[config.mk]
export PLATFORM = sky130hd
export DESIGN_NAME = puf_response_collector
export DESIGN_NICKNAME = d
export VERILOG_FILES = /design/src/rtl/puf_response_collector.sv
export SDC_FILE = /design/constraint.sdc
export NUM_CORES = 1
export LEC_CHECK = 0
export CAP_MARGIN = 10
export CORE_ASPECT_RATIO = 0.6
export CORE_MARGIN = 1.5
export CORE_UTILIZATION = 38
export CTS_BUF_LIST = sky130_fd_sc_hd__clkbuf_8
export CTS_CLUSTER_SIZE = 25
export DETAILED_ROUTE_END_ITERATION = 10
export GPL_TIMING_DRIVEN = 0
export PLACE_DENSITY = 0.62
export SYNTH_ARGS = -nofsm -noshare
export SYNTH_HDL_FRONTEND = slang
export SYNTH_SLANG_ARGS = --single-unit
[constraint.sdc]
create_clock -name CLK100MHZ -period 11.49 [get_ports CLK100MHZ]
set_input_delay 2.298 -clock CLK100MHZ [delete_from_list [all_inputs] [get_ports CLK100MHZ]]
set_output_delay 2.298 -clock CLK100MHZ [all_outputs]
set_load 0.005 [all_outputs]
[src/rtl/puf_response_collector.sv]
// puf_response_collector: sweeps PUF challenges from a base value and packs each race result into a response word.
// Define PUF_COLLECT_MAJORITY_EN to evaluate every challenge three times and store the majority vote.
module puf_response_collector #(
  parameter int RESP_BITS = 64,
  parameter int CHAL_W = 10,
  parameter int SETTLE_CYCLES = 16,
  parameter int TIMEOUT_CYCLES = 1048576
) (
  input  logic                 CLK100MHZ,
  input  logic                 counter_reset,
  input  logic                 start,
  input  logic [CHAL_W-1:0]    base_challenge,
  input  logic                 cnt1_finish,
  input  logic                 cnt2_finish,
  input  logic                 cnt1_greater,
  output logic [CHAL_W-1:0]    challenge,
  output logic                 puf_en,
  output logic                 puf_clear,
  output logic [RESP_BITS-1:0] resp_data,
  output logic                 resp_valid,
  input  logic                 resp_ready,
  output logic                 busy,
  output logic                 timeout_err,
  output logic [6:0]           bit_count
);
`ifdef PUF_COLLECT_MAJORITY_EN
  localparam logic [1:0] LAST_EVAL = 2'd2;
`else
  localparam logic [1:0] LAST_EVAL = 2'd0;
`endif
  localparam int CW = $clog2((SETTLE_CYCLES > TIMEOUT_CYCLES ? SETTLE_CYCLES : TIMEOUT_CYCLES) + 1);
  typedef enum logic [2:0] {IDLE, CLEAR, SETTLE, RUN, CAPTURE, DONE} state_t;
  state_t state;
  logic [CW-1:0] cnt;
  logic [1:0] eval_n, ones;
  logic finish, vote, last_eval, last_bit;
  assign finish = cnt1_finish | cnt2_finish;
  assign vote = ones > (LAST_EVAL >> 1);
  assign last_eval = eval_n == LAST_EVAL;
  assign last_bit = bit_count == 7'(RESP_BITS - 1);
  always_ff @(posedge CLK100MHZ or posedge counter_reset) begin
    if (counter_reset) begin
      state <= IDLE;
      cnt <= '0;
      eval_n <= '0;
      ones <= '0;
      challenge <= '0;
      puf_en <= 1'b0;
      puf_clear <= 1'b0;
      resp_data <= '0;
      resp_valid <= 1'b0;
      busy <= 1'b0;
      timeout_err <= 1'b0;
      bit_count <= '0;
    end else begin
      case (state)
        IDLE: if (start) begin
          challenge <= base_challenge;
          resp_data <= '0;
          bit_count <= '0;
          timeout_err <= 1'b0;
          eval_n <= '0;
          ones <= '0;
          puf_clear <= 1'b1;
          busy <= 1'b1;
          state <= CLEAR;
        end
        CLEAR: begin
          puf_clear <= 1'b0;
          cnt <= '0;
          state <= SETTLE;
        end
        SETTLE: begin
          cnt <= (cnt == CW'(SETTLE_CYCLES - 1)) ? '0 : cnt + CW'(1);
          puf_en <= cnt == CW'(SETTLE_CYCLES - 1);
          state <= (cnt == CW'(SETTLE_CYCLES - 1)) ? RUN : SETTLE;
        end
        RUN: begin
          cnt <= cnt + CW'(1);
          // a timed-out evaluation votes 0; a real finish wins if both land together
          if (finish || cnt == CW'(TIMEOUT_CYCLES - 1)) begin
            puf_en <= 1'b0;
            ones <= ones + {1'b0, finish & cnt1_greater};
            timeout_err <= timeout_err | ~finish;
            eval_n <= last_eval ? 2'd0 : eval_n + 2'd1;
            puf_clear <= ~last_eval;
            state <= last_eval ? CAPTURE : CLEAR;
          end
        end
        CAPTURE: begin
          resp_data <= resp_data | (RESP_BITS'(vote) << bit_count);
          ones <= '0;
          bit_count <= bit_count + 7'd1;
          challenge <= challenge + CHAL_W'(1);
          puf_clear <= ~last_bit;
          resp_valid <= last_bit;
          state <= last_bit ? DONE : CLEAR;
        end
        DONE: if (resp_ready) begin
          resp_valid <= 1'b0;
          busy <= 1'b0;
          state <= IDLE;
        end
        default: state <= IDLE;
      endcase
    end
  end
endmodule
==> impl_metrics.csv <==
group,metric,value,unit
placed_design,hpwlAfterDp,10.5,mm
drt,ant_nets,0,
worst_setup_path,crit_path_start_kind,"flip-flop",
clock_network,root_buffer,"clkbuf_8",
timing,max_freq,260,MHz
clock_network,cts_buffers,17,
synth,synth_cells,499,
clock_network,post_cts_buffers,0,
clock_network,cts_tree,"built",
final_layout,layout-drive-gt1-share,12.6,%
synth,ys.flop_type,"dfrtp_1",
synth,seq_area_frac_synth,54.2,%
final_layout,n_antenna_cell,0,
worst_setup_path,critPathTopFamily,"buffers and inverters",
worst_setup_path,worstReg2RegEnd,"eval_n[1]$_DFFE_PP0P_",
clock_network,hold_buffers,0,
worst_setup_path,r2r_start,"cnt[0]$_DFFE_PP0P_",
power,p_seq_share,38.5,%
die,io_pins,103,
synth,synth_nets,522,
placed_design,place_area,6530,µm²
timing,hold_viol,0,
synth,synth-seq-cells,114,
worst_setup_path,reg2reg_depth,6,
power,p_int,0.828,mW
synth,syn_avg_cell_area,10.5,µm²
synth,synth_cell_types,58,
drt,wl_met2,6.03,mm
worst_setup_path,endpoint_kind,"output pin",
clock_network,clkLatencyLatePin,0.44,ns
worst_hold_path,hold_path_class,"flip-flop to flip-flop",
synth,synthesis.area,5260,µm²
worst_setup_path,criticalPathCategory,"flip-flop to output pin",
drt,drt_first_iter_violations,249,
die,start_util,38.7,%
global_routing,grt_pass1_vias,4245,
power,max-vdd-ir-drop,0.000107,V
clock_network,path_clk_slew,0.07,ns
power,clkPwrFrac,32.6,%
drt,wl,14.5,mm
synth,synthArstFlopShare,100,%
timing,setup_viol,0,
synth,synth_warnings,0,
placed_design,routabilityCongestion,0.839,
clock_network,cts.htree.levels,4,
drt,vias_per_cell,5.47,
timing,skew,0.0135,ns
power,p_leak,2.98,nW
job,cap_violations,0,
global_routing,track_usage,21.0,%
die,fp.dieW,155,µm
worst_setup_path,r2r_slack,9.35,ns
die,die_area,14600,µm²
worst_setup_path,crit_path_top_delay_cell,"clkdlybuf4s50_1",
clock_network,clockBufferDepth,2,
timing,fin_crit,3.85,ns
drt,top_layer,"met4",
worst_setup_path,worst-path-buf-inv,1,
drt,dr.pass1.iters,5,
global_routing,antenna_found_initial,0,
timing,worstMarginPinSlew,0.717,ns
global_routing,grt_max_degree,73,
power,p_per_area,183,nW/µm²
timing,relSlewSlack,51.8,%
drt,wire_per_inst,18.0,µm
die,core,13600,µm²
timing,rsz0062_at_grt,"false",
outcome,outcome,"finished clean",
final_layout,syn_to_final_growth,32.3,%
die,rows,33,
timing,slew_violations,0,
global_routing,grt_pass1_wl,23.2,mm
power,swShare,35.0,%
final_layout,fillers,1220,
worst_setup_path,cpPeakStageDelay,0.59,ns
clock_network,numClockSinks,114,
placed_design,portBuffers,102,
die,die_h,94.2,µm
worst_setup_path,path_max_fanout,8,
synth,synth_edf_count,0,
drt,drc_errors,0,
final_layout,fin_nets,644,
worst_setup_path,crit_chain,"clkdlybuf4s50_1",
worst_setup_path,worstPathRequired,9.19,ns
final_layout,final_area,6960,µm²
clock_network,postCtsResizedCells,0,
worst_hold_path,hold_depth,2,
drt,vias,4418,
drt,met3_length,750,µm
power,combPwrFrac,28.9,%
timing,fin_crit_sh,33.5,%
worst_hold_path,holdCritStartpoint,"resp_data[29]$_DFFE_PP0P_",
global_routing,gr-total-overflow,0,
power,p_sw,0.445,mW
drt,wl_met1,7.63,mm
worst_setup_path,crit_arrival,1.55,ns
worst_hold_path,min_to,"resp_data[29]$_DFFE_PP0P_",
timing,tns,0,ns
[power groups by stage]
stage	Clock [mW]	Sequential (mW)	Combinational (mW)
floorplan	0	0.485	0.231
global placement	0	0.494	0.357
detailed placement	0	0.495	0.366
CTS	0.421	0.489	0.369
global route	0.444	0.497	0.408
finish	0.415	0.490	0.368
[how the worst max path moves through the flow]
stage | start | to | slack (ns) | cells after the start
4_1_cts | bit_count[5]$_DFFE_PP0P_ | bit_count[5] | 7.63 | 1
3_3_place_gp | counter_reset | resp_data[4]$_DFFE_PP0P_ | 4.51 | 2
6_report | bit_count[5]$_DFFE_PP0P_ | bit_count[5] | 7.64 | 1
3_5_place_dp | start | bit_count[3]$_DFFE_PP0P_ | 7.35 | 5
2_1_floorplan | counter_reset | bit_count[0]$_DFFE_PP0P_ | 6.18 | 1
5_1_grt | bit_count[5]$_DFFE_PP0P_ | bit_count[5] | 7.57 | 1
[cell type report]
class,instances,area [µm²],area share [%]
flip-flops and latches,114,2850,41.0
multi-input cells,343,2200,31.5
repair buffers,103,1050,15.1
clock buffers,18,248,3.56
well taps,175,219,3.14
clock inverters,13,184,2.64
plain buffers,28,160,2.30
inverters,14,55.1,0.791
[flip-flops by register name, indices dropped and copies added (netlist names)]
signal and count:
ones 2, state 3, bit_count 7, eval_n 2, cnt 21, challenge 10, puf_clear 1, resp_data 64
puf_en 1, resp_valid 1, busy 1, timeout_err 1
[synthesized netlist by cell type (2+ instances only)]
cell type  instances  area share [%]
a21boi_0           2            0.29
nand2b_1           8            0.95
nor3_4             2            0.62
o21bai_1           2            0.29
nor3_1             8            0.76
o211ai_1           3            0.43
mux2i_1            4            0.76
buf_6              5             1.1
buf_2              5            0.48
ha_1               6             1.4
inv_1             14             1.0
nand2_1           55             3.9
a21oi_1           17             1.6
or2_2              4            0.48
dfrtp_1          114              54
a22o_1            47             7.8
a31oi_1            4            0.48
and2_1             2            0.24
buf_4              3            0.43
nand3_1           21             2.0
or4_1              2            0.29
nand3_2            2            0.38
xnor2_1            3            0.50
nor2_1            33             2.4
xor2_1            12             2.0
a32o_1             2            0.38
nand4_1            7            0.83
nor4_4             2            0.81
clkbuf_1          15             1.1
or3_1              5            0.59
o22ai_1            5            0.59
nor2_2            10             1.2
o21a_1             2            0.29
o21ai_2            4            0.67
and4_1             2            0.33
and3_1             6            0.71
o21ai_0           40             3.8
[cells by family (layout without fill, tap and decap cells)]
group / after synthesis / count (layout) / share of synthesized area, %
xor gates and xnor gates: 15 / 15 / 2.50
muxes: 4 / 4 / 0.761
adders and majority gates: 6 / 6 / 1.43
DFF: 114 / 114 / 54.2
and+or+nand+nor: 179 / 179 / 18.5
buffers and inverters: 42 / 176 / 4.04
AOI/OAI and AO/OA: 139 / 139 / 18.6
[per-layer routing]
metal	up-vias	global-route usage, %
li1	2037	-
met3	12	5.40
met1	2247	32.1
met2	122	29.0
met4	0	5.13
met5	-	0
[through the flow]
stage,setup WS [ns],utilization (%),instances,total power [mW],hold WS [ns]
2_1_floorplan,6.18,-,499,0.716,0.467
4_1_cts,7.63,51.3,808,1.28,0.487
5_1_grt,7.57,51.3,808,1.35,0.506
3_5_place_dp,7.35,48.1,777,0.862,0.472
3_3_place_gp,4.51,47.9,776,0.851,0.463
6_report,7.64,51.3,808,1.27,0.484
[cells in the final DEF (no fill, tap or decap), types with 4 or more instances in the layout]
master / instances
clkbuf_8: 18
a22o_1: 47
and3_1: 6
or3_1: 5
o21ai_0: 40
a31oi_1: 4
nor2_1: 33
buf_2: 5
nand2b_1: 8
o21ai_2: 4
a21oi_1: 17
nand2_1: 55
clkbuf_1: 15
mux2i_1: 4
o22ai_1: 5
buf_6: 5
ha_1: 6
inv_1: 13
nor3_1: 8
nor2_2: 10
nand4_1: 7
bufinv_16: 4
nand3_1: 21
clkdlybuf4s50_1: 102
or2_2: 4
dfrtp_1: 114
xor2_1: 12
Note: power is estimated with default switching activity, not from simulation.
